**config.mk**
```make
export PLATFORM = sky130hd
export DESIGN_NAME = peri_bus_arbiter
export DESIGN_NICKNAME = d
export VERILOG_FILES = /design/src/rtl/peri_bus_arbiter.sv
export SDC_FILE = /design/constraint.sdc
export NUM_CORES = 1
export LEC_CHECK = 0
export BUFFER_PORTS_ARGS = -buffer_cell sky130_fd_sc_hd__buf_2
export CORE_AREA = 8 8 116 118
export DETAILED_ROUTE_END_ITERATION = 7
export DIE_AREA = 0 0 124 126
export PLACE_DENSITY = 0.66
export SLEW_MARGIN = 20
export SYNTH_ARGS = -nofsm -noshare
export SYNTH_HDL_FRONTEND = slang
export SYNTH_SLANG_ARGS = --single-unit
```
**constraint.sdc**
```tcl
create_clock -name clk -period 1.75 [get_ports clk]
set_input_delay 0.0875 -clock clk [delete_from_list [all_inputs] [get_ports clk]]
set_output_delay 0.0875 -clock clk [all_outputs]
set_load 0.05 [all_outputs]
```
**src/rtl/peri_bus_arbiter.sv**
```systemverilog
// Two-master round-robin arbiter for the req/gnt/rvalid peripheral bus.
// An in-order ID FIFO routes each response back to the master that issued it.
module peri_bus_arbiter #(
  parameter int ADDR_WIDTH      = 32,
  parameter int DATA_WIDTH      = 32,
  parameter int MAX_OUTSTANDING = 2
) (
  input  logic                    clk,
  input  logic                    rst,
  input  logic                    m0_req,
  input  logic [ADDR_WIDTH-1:0]   m0_addr,
  input  logic                    m0_write,
  input  logic [DATA_WIDTH/8-1:0] m0_be,
  input  logic [DATA_WIDTH-1:0]   m0_wdata,
  output logic                    m0_gnt,
  output logic                    m0_rvalid,
  output logic [DATA_WIDTH-1:0]   m0_rdata,
  input  logic                    m1_req,
  input  logic [ADDR_WIDTH-1:0]   m1_addr,
  input  logic                    m1_write,
  input  logic [DATA_WIDTH/8-1:0] m1_be,
  input  logic [DATA_WIDTH-1:0]   m1_wdata,
  output logic                    m1_gnt,
  output logic                    m1_rvalid,
  output logic [DATA_WIDTH-1:0]   m1_rdata,
  output logic                    s_req,
  output logic [ADDR_WIDTH-1:0]   s_addr,
  output logic                    s_write,
  output logic [DATA_WIDTH/8-1:0] s_be,
  output logic [DATA_WIDTH-1:0]   s_wdata,
  input  logic                    s_gnt,
  input  logic                    s_rvalid,
  input  logic [DATA_WIDTH-1:0]   s_rdata,
  output logic                    busy_o,
  output logic                    err_rsp_o
);

  localparam int PW = (MAX_OUTSTANDING > 1) ? $clog2(MAX_OUTSTANDING) : 1;
  localparam int CW = PW + 1;

  logic [CW-1:0] count_q;
  logic [PW-1:0] wr_ptr_q;
  logic [PW-1:0] rd_ptr_q;
  logic          id_mem [MAX_OUTSTANDING];
  logic          rr_q;
  logic          lock_q;
  logic          lock_id_q;

  logic sel_id;
  logic sel_req;
  logic not_full;
  logic hs;
  logic fifo_pop;
  logic head_id;

  always_comb begin
    sel_id = 1'b0;
    if (lock_q)
      sel_id = lock_id_q;
    else if (m1_req && !m0_req)
      sel_id = 1'b1;
    else if (m0_req && m1_req)
      sel_id = rr_q;
  end

  assign sel_req  = sel_id ? m1_req : m0_req;
  assign not_full = count_q < CW'(MAX_OUTSTANDING);
  assign s_req    = sel_req && not_full;
  assign hs       = s_req && s_gnt;

  assign s_addr  = sel_id ? m1_addr  : m0_addr;
  assign s_write = sel_id ? m1_write : m0_write;
  assign s_be    = sel_id ? m1_be    : m0_be;
  assign s_wdata = sel_id ? m1_wdata : m0_wdata;

  assign m0_gnt = hs && !sel_id;
  assign m1_gnt = hs && sel_id;

  // Responses are in order, so the FIFO head names the owner of this response.
  assign fifo_pop  = s_rvalid && (count_q != '0);
  assign head_id   = id_mem[rd_ptr_q];
  assign m0_rvalid = fifo_pop && !head_id;
  assign m1_rvalid = fifo_pop && head_id;
  assign m0_rdata  = s_rdata;
  assign m1_rdata  = s_rdata;
  assign err_rsp_o = s_rvalid && (count_q == '0);
  assign busy_o    = (count_q != '0);

  // Control state: FIFO bookkeeping, round-robin pointer and request lock.
  always_ff @(posedge clk) begin
    if (rst) begin
      count_q   <= '0;
      wr_ptr_q  <= '0;
      rd_ptr_q  <= '0;
      rr_q      <= 1'b0;
      lock_q    <= 1'b0;
      lock_id_q <= 1'b0;
    end else begin
      if (hs)
        wr_ptr_q <= wr_ptr_q + PW'(1);
      if (fifo_pop)
        rd_ptr_q <= rd_ptr_q + PW'(1);
      case ({hs, fifo_pop})
        2'b10:   count_q <= count_q + CW'(1);
        2'b01:   count_q <= count_q - CW'(1);
        default: count_q <= count_q;
      endcase
      if (hs)
        rr_q <= ~sel_id;
      // Keep a stalled request pinned to its master so it stays stable until granted.
      if (hs) begin
        lock_q <= 1'b0;
      end else if (s_req) begin
        lock_q    <= 1'b1;
        lock_id_q <= sel_id;
      end else if (lock_q && !sel_req) begin
        lock_q <= 1'b0;
      end
    end
  end

  always_ff @(posedge clk) begin
    if (hs)
      id_mem[wr_ptr_q] <= sel_id;
  end

endmodule

```
Word-level counts from Yosys, hierarchy flattened. Memory sizes are Yosys's and may differ from the RTL's. A register that Yosys moved wholly into a read port is not among the register bits. Index checks and enable logic that the tools add are counted.

Bitwise operators: 2. $add $sub $neg: 4. Multiplexer cells: 15. Equality and inequality tests: 2. Reduce and logical (&&, ||, !) cells: 21. $lt $le $gt $ge: 1.

Operator list (count): $mux W32 (2); $logic_and A1 B1 Y1 (11); $mux W1 (11); $reduce_bool A2 Y1 (3); $logic_not A1 Y1 (4); $mux W4 (1); $pmux W2 S2 (1); $add A1 B1 Y1 const B (2); $add A2 B1 Y2 const B (1); $eq A2 B1 Y1 const B (1); $eq A2 B2 Y1 const B (1); $logic_not A2 Y1 (1); $lt A2 B2 Y1 const B (1); $not A1 Y1 (2); $reduce_and A2 Y1 (1); $reduce_or A2 Y1 (1); $sub A2 B1 Y2 const B (1).

Bits in registers: 7. Memories kept: 1. Output and inout bits: 140. Memory bits (writable): 2. Logic and storage cells: 52.

Memory list: id_mem (words 2, bits a word 1, rd ports 1, clocked after memory_dff 1, write ports 1, RTL line 44) `logic id_mem [MAX_OUTSTANDING];`.

Logic depth before layout (Yosys ltp). Gate-level depths: netlist of the first run.

Word-level depth: 9. Mapped depth: 7.

Worst setup path before layout of the first run. No wires, ideal clock.

Path type: register to register. Start point: reg count_q[1]. End point: reg count_q[1]. Stages on the path, launching flop included: 7. Arrival: 1734 ps. Clock period less this slack: 1804 ps. Path buffers: 0. Path slack: -54 ps. Setup time: 70 ps. Cells stage by stage: dfxtp_1 > or2_2 > nand2_1 > inv_1 > ha_1 > or3_1 > a21oi_1.

Elaborated cells between the ends (all ways): 11. Classes of those cells: 2 x add/sub; 1 x order compare; 2 x eq/ne; 1 x mux; 5 x reduce/logical.

RTL lines: start: declaration (RTL line 41) `logic [CW-1:0] count_q;`; start signal: assignment (RTL line 104) `2'b10: count_q <= count_q + CW'(1);`; start signal: assignment (RTL line 105) `2'b01: count_q <= count_q - CW'(1);`; start signal: assignment (RTL line 106) `default: count_q <= count_q;`; $reduce_bool A2 Y1 *; net busy_o (RTL line 34) `output logic busy_o,`; $logic_and A1 B1 Y1 * (RTL line 80) `assign fifo_pop = s_rvalid && (count_q != '0);`; net fifo_pop (RTL line 53) `logic fifo_pop;`; $eq A2 B1 Y1 or $eq A2 B2 Y1 (tied branches) (RTL line 103) `case ({hs, fifo_pop})`; $pmux W2 S2 or $reduce_bool A2 Y1 (tied branches).

The timed path passes the listed nets; every way through them passes the cells marked *. A chain may end at the register's enable or synchronous reset.

Worst setup path in the final report of the first run.
Start point: reg lock_q. End point: out s_addr[25].

Longest elaborated chain between the ends: 2.

RTL lines: start: declaration (RTL line 46) `logic lock_q;`; start signal: assignment (RTL line 96) `lock_q <= 1'b0;`; start signal: assignment (RTL line 112) `lock_q <= 1'b0;`; start signal: assignment (RTL line 114) `lock_q <= 1'b1;`; $mux W1 (RTL line 58) `if (lock_q)`; $mux W32 (RTL line 71) `assign s_addr = sel_id ? m1_addr : m0_addr;`; end: declaration (RTL line 27) `output logic [ADDR_WIDTH-1:0] s_addr,`.

No other way between the ends.

==> results of run 1 <==
cell usage after synthesis, drive strengths merged (2+ instances only):
library cell  count
xor2              2
mux2i             3
or2               2
edfxtp            2
o21ai             3
mux2             69
a21oi             3
buf              71
nor2             12
nand2             3
dfxtp             8
xnor2             2
inv               5
cell type report:
type | count | share of cell area [%]
inverters | 5 | 0.554
flip-flops and latches | 10 | 6.53
well taps | 147 | 5.42
multi-input cells | 110 | 33.0
clock inverters | 1 | 0.111
diodes | 1 | 0.0738
clock buffers | 3 | 2.21
repair buffers | 238 | 52.1
cells by family after synthesis:
| family | Yosys count | synth area share (%) |
|---|---|---|
| and+or+nand+nor | 23 | 6.12 |
| buffers and inverters | 77 | 31.3 |
| DFF | 10 | 11.8 |
| AOI/OAI and AO/OA | 10 | 4.91 |
| adders and majority gates | 1 | 0.672 |
| xor gates and xnor gates | 4 | 1.88 |
| muxes | 72 | 43.3 |
power breakdown:
part / total [W] / switching (W) / internal [W] / leakage [nW]
combinational: 0.00238 / 0.00140 / 0.000979 / 1.59
sequential: 0.000329 / 0.0000341 / 0.000295 / 0.0850
clock: 0.000395 / 0.0000966 / 0.000298 / 0.0385
routing by layer:
metal | vias up | routed length [um] | GRT usage, % | part of all wire (%)
li1 | 955 | - | - | -
met1 | 910 | 4290 | 14.3 | 37
met2 | 186 | 4910 | 20.4 | 42
met3 | 24 | 2130 | 8.22 | 18
met4 | 4 | 224 | 3.15 | 1.9
met5 | - | 27 | 0 | 0.23
worst max-delay path by stage:
stage,slack [ps],depth (start not counted),start,to
after floorplan,2,5,lock_id_q,count_q[1]
after global placement,60,5,lock_q,s_addr[3]
after detailed placement,40,5,lock_q,s_addr[3]
after CTS,-80,6,lock_q,s_addr[24]
after global routing,-130,6,lock_q,s_wdata[29]
final,-70,6,lock_q,s_addr[25]
timing repair:
item / in CTS / in global routing
cloned: 2 / 2
setup endpoints to repair: 71 / 73
setup buffers: 8 / 0
resized for setup: 154 / 2
pin swaps: 1 / 0
state kept, by name, summed over array words and instances, names as in the netlist, named ones only:
signal and count:
rd_ptr_q 1, lock_q 1, wr_ptr_q 1, count_q 2
rr_q 1, lock_id_q 1, id_mem 2
stage by stage:
step	area, um^2	setup slack [ps]	hold WS, ps
finish	3390	-65.0	131
global route	3390	-131	152
CTS	3330	-83.0	129
detailed placement	2650	35.6	175
global placement	2650	63.2	175
floorplan	1870	1.54	252
critical path, stage by stage (launching register included):
cell       delay (ps)
dfxtp_2           330
nand2b_4          140
o21ai_4           130
buf_4             180
clkbuf_16         180
mux2_2            340
buf_4             190
cell usage in the layout (no fill, tap or decap):
cell type / n
xnor2_1: 2
mux2_2: 59
diode_2: 1
edfxtp_1: 2
buf_12: 3
nor2b_2: 1
nand2_4: 1
and2b_2: 1
clkinv_1: 1
dfxtp_1: 7
or3_1: 1
o21ai_4: 1
ha_1: 1
or2_4: 2
a21boi_4: 1
nand2b_4: 1
inv_2: 1
a2111oi_0: 1
xor2_1: 2
inv_1: 4
mux2i_1: 3
buf_4: 31
buf_6: 41
mux2_4: 10
a21oi_1: 3
and3_1: 1
nand2_1: 2
o21ai_0: 2
clkbuf_16: 5
o2111ai_2: 1
o211ai_1: 1
or3b_4: 1
buf_8: 11
buf_2: 148
nor2_1: 12
buf_16: 2
dfxtp_2: 1
==> results.yml, run 1 <==
status:
  violations: "setup timing"
  outcome: "finished, violations left"
global_routing:
  grt_start_max_net_pins: 25
  grt_overflow_total: 0
  grt_usage_pct: 13.0
  grt_pass1_wl_um: 14800
  first_global_vias: 2219
  antenna_found_initial: 3
min_path:
  hold_depth: 2
  holdCritStartpoint: "rst"
  hold_class: "input pin to flop"
  min_to: "rr_q"
critical_path:
  reg2reg_from: "lock_q"
  crit_path_start_kind: "flop"
  crit-reg2reg-capture: "count_q[1]"
  worstRegToRegCells: 6
  arrival_ps: 1730
  path_max_fanout: 11
  critPathKind: "flop to primary output"
  regToRegSetupSlack_ps: -40
  critPathCaptureType: "primary output"
  required_ps: 1660
placement:
  io_buffers: 219
  gp_congestion: 0.786
  dp_hpwl_um: 9600
  dp.cells: 498
clock_network:
  cts_hold_buf: 0
  htree_levels: 1
  cts_buffer_depth: 2
  clk_pin_slew_worst_paths_ps: 40
  cts.sinks: 10
  cts_root_buf: "clkbuf_16"
  cts_buffers: 3
  cts_tree: "yes"
  clock_latency_ps: 230
route:
  via_count: 2079
  drt-total-wl_um: 11600
  drt_first_pass_iters: 4
  drcViolationCount: 0
  viasPerCell: 4.04
  wire_per_inst_um: 22.5
  ant_nets: 0
  initialDrtViolationCount: 86
sta:
  setup_viol: 72
  fin_crit_sh_pct: 104
  final_hold_viol_count: 0
  worst_pin_slew_ps: 350
  period_needed_ps: 1820
  fmax_ghz: 0.551
  clock_skew_ps: 1.52
  final_max_slew_viol_count: 0
  rsz0062_at_grt: "yes"
  setup_tns_ps: -2830
  maxSlewHeadroom_pct: 76.1
  fin_ws_ps: -65.0
finish:
  drive_gt1_share_pct: 87.7
  finish.utilization_pct: 29.0
  regArea_um2: 221
  multi_input_area_mm2: 0.00112
  area_delta_synth_final_pct: 82.1
  post_layout_nonfiller_instances: 515
  nNetsFinal: 545
  fillers: 1260
synth:
  ys.flop_type: "dfxtp_1"
  synth_edf_count: 2
  synth_top_area_share_pct: 41.7
  synthTopCellsByArea: "mux2_2, buf_4, dfxtp_1"
  syn_avg_cell_area_um2: 9.45
  synth_cell_type_count: 27
  synth_top_area_cell: "mux2_2"
  ys_seq_elements: 10
  synthArstFlopShare_pct: 0
  syn_nets: 374
  yosysWarnings: 0
  ys_seq_area_share_pct: 11.8
  syn-cell-area_mm2: 0.00186
  syn_inst: 197
floorplan:
  die_height_um: 126
  die-area_mm2: 0.0156
  ios: 316
  start_util_pct: 15.9
  die_x_um: 124
  fp-row-count: 40
  core_area_mm2: 0.0117
power:
  leakage_nw: 1.71
  peakVddDrop_mv: 0.572
  p_per_area_mw_per_mm2: 915
  total_power_w: 0.00310
job:
  maxCapViolCount: 0
Power figures use the tool's default switching activity.
==> inputs of run 2 (changes only) <==
--- a/config.mk
+++ b/config.mk
@@ -9,7 +9,7 @@
 export CORE_AREA = 8 8 116 118
 export DETAILED_ROUTE_END_ITERATION = 7
 export DIE_AREA = 0 0 124 126
-export PLACE_DENSITY = 0.66
+export PLACE_DENSITY = 0.53
 export SLEW_MARGIN = 20
 export SYNTH_ARGS = -nofsm -noshare
 export SYNTH_HDL_FRONTEND = slang
==> run 2 against run 1 <==
The run still ends with setup timing left. Global-route usage decreased by 1.5 points. Register-to-register slack improved by 100 ps. Combinational power grew 5%. First-iteration DRC count increased by 10%. Final cell count fell by 0.78%. Hold slack better by 17 ps. Clock skew is 1.2 ps higher. Die area unchanged. Clock-buffer cell count is 1 higher. Sequential share of layout area decreased by 0.41 points. Power rose by 4.7%.
==> results.yml, run 2 (same netlist as run 1, synthesis figures left out) <==
sta:
  fmax_ghz: 0.546
  final_max_slew_viol_count: 0
  rsz0062_at_grt: "yes"
  final_hold_viol_count: 0
  maxSlewHeadroom_pct: 72.9
  worst_pin_slew_ps: 396
  period_needed_ps: 1830
  fin_ws_ps: -81.3
  clock_skew_ps: 2.76
  setup_viol: 46
  fin_crit_sh_pct: 105
floorplan:
  fp-row-count: 40
  die_height_um: 126
  die_x_um: 124
  die-area_mm2: 0.0156
  core_area_mm2: 0.0117
  start_util_pct: 15.9
  ios: 316
finish:
  layout_commonest_cell: "buf_2"
  post_layout_nonfiller_instances: 511
  area_delta_synth_final_pct: 95.4
  final_cell_mix: "buf_2, buf_6, mux2_4, mux2_2, buf_8"
  nNetsFinal: 540
  final_area_mm2: 0.00364
  drive_gt1_share_pct: 87.6
  reg_top3: "count_q x2, id_mem x2"
placement:
  pre_cts_ws_ps: 8.78
  place_area_mm2: 0.00265
  dp_hpwl_um: 8110
  io_buffers: 219
  gp_congestion: 0.819
  dp.cells: 497
clock_network:
  htree_levels: 1
  cts.sinks: 10
  cts_tree: "yes"
  clk_pin_slew_worst_paths_ps: 40
  cts_buffer_depth: 2
  cts_buffers: 3
  clock_latency_ps: 230
  cts_hold_buf: 0
  cts_root_buf: "clkbuf_16"
critical_path:
  critPathBufInv: 4
  crit_top_cell: "buf_12"
  critPathCaptureType: "primary output"
  arrival_ps: 1740
  slowest_delay_ps: 340
  crit_family: "buffers and inverters"
  crit_slowest_cell: "mux2_2"
  path_max_fanout: 6
  crit_path_start_kind: "flop"
  required_ps: 1660
  worstPathCellList: "nand2b_4 > o21ai_4 > buf_12 > buf_12 > clkbuf_16 > mux2_2 > buf_6"
  critPathKind: "flop to primary output"
route:
  drt_first_pass_iters: 4
  viasPerCell: 4.04
  via_count: 2065
  drcViolationCount: 0
  ant_nets: 0
  initialDrtViolationCount: 95
  drt-total-wl_um: 10300
  wire_per_inst_um: 20.1
power:
  pwr-share-clk_pct: 12.5
  pwr-share-seq_pct: 10.1
  p_int_w: 0.00169
  p_per_area_mw_per_mm2: 893
  peakVddDrop_mv: 0.737
  switching_share_pct: 47.9
  power.switching_w: 0.00156
  leakage_nw: 1.88
  combPwrFrac_pct: 77.5
global_routing:
  grt_pass1_wl_um: 13900
  grt_usage_pct: 11.5
  first_global_vias: 2336
  antenna_found_initial: 1
  grt_overflow_total: 0
  grt_start_max_net_pins: 25
min_path:
  hold_class: "input pin to flop"
status:
  violations: "setup timing"
  outcome: "finished, violations left"
job:
  maxCapViolCount: 0
run 2: cell count changes in the layout (fill, tap and decap cells not counted), moves of 4 or more:
cell and delta:
mux2_2 -44, mux2_4 +44, buf_4 -26, buf_6 +16
buf_8 +4
run 2: worst paths after layout:
| kind | endpoint | cells past startpoint | slack (ps) | start |
|---|---|---|---|---|
| max | s_addr[27] | 7 | -80 | lock_q |
| min | rr_q | 2 | 150 | rst |
| max reg2reg | count_q[1] | 5 | 60 | lock_id_q |
| min reg2reg | rr_q | 2 | 480 | rr_q |
run 2: area by class of cell:
class / instances / area (um^2)
Fill cell: 1225 / 8070
Timing Repair Buffer: 233 / 1830
Multi-Input combinational cell: 110 / 1290
Sequential cell: 10 / 223
Tap cell: 147 / 184
Clock buffer: 4 / 78.8
Inverter: 5 / 18.8
Antenna cell: 2 / 5.00
run 2: worst reg2reg max path, cell delays in order, from the launching register on:
cell and delay, ps:
dfxtp_1 320, or3b_4 410, o2111ai_2 140, ha_4 260, or3_1 340, a21oi_1 140
run 2: power by group through the flow:
stage / clock [W] / combinational (W) / sequential (W)
5_1_grt: 0.000429 / 0.00264 / 0.000333
6_report: 0.000405 / 0.00251 / 0.000327
4_1_cts: 0.000412 / 0.00243 / 0.000327
2_1_floorplan: 0 / 0.00180 / 0.000333
3_5_place_dp: 0 / 0.00192 / 0.000329
3_3_place_gp: 0 / 0.00190 / 0.000326
run 2: per-stage QoR:
| step | utilization [%] | hold slack [ps] | TNS, ps | power (W) |
|---|---|---|---|---|
| after floorplan | - | 252 | 0 | 0.00213 |
| after global placement | 22.6 | 176 | 0 | 0.00223 |
| after detailed placement | 22.6 | 176 | 0 | 0.00225 |
| after CTS | 29.6 | 137 | -3060 | 0.00317 |
| after global routing | 31.0 | 162 | -5130 | 0.00340 |
| final | 31.1 | 148 | -1740 | 0.00325 |
run 2: metal layers:
metal	up-vias	global-route usage (%)	routed length, um
met1	936	13.2	3800
met5	-	0	0
met3	19	4.83	1510
met2	167	19.4	4810
li1	943	-	-
met4	0	2.66	129
run 2: timing repair:
item	in CTS	in global routing
setup buffers	4	1
pin swaps	1	1
resized for setup	183	39
cloned	3	1
setup endpoints to repair	71	72
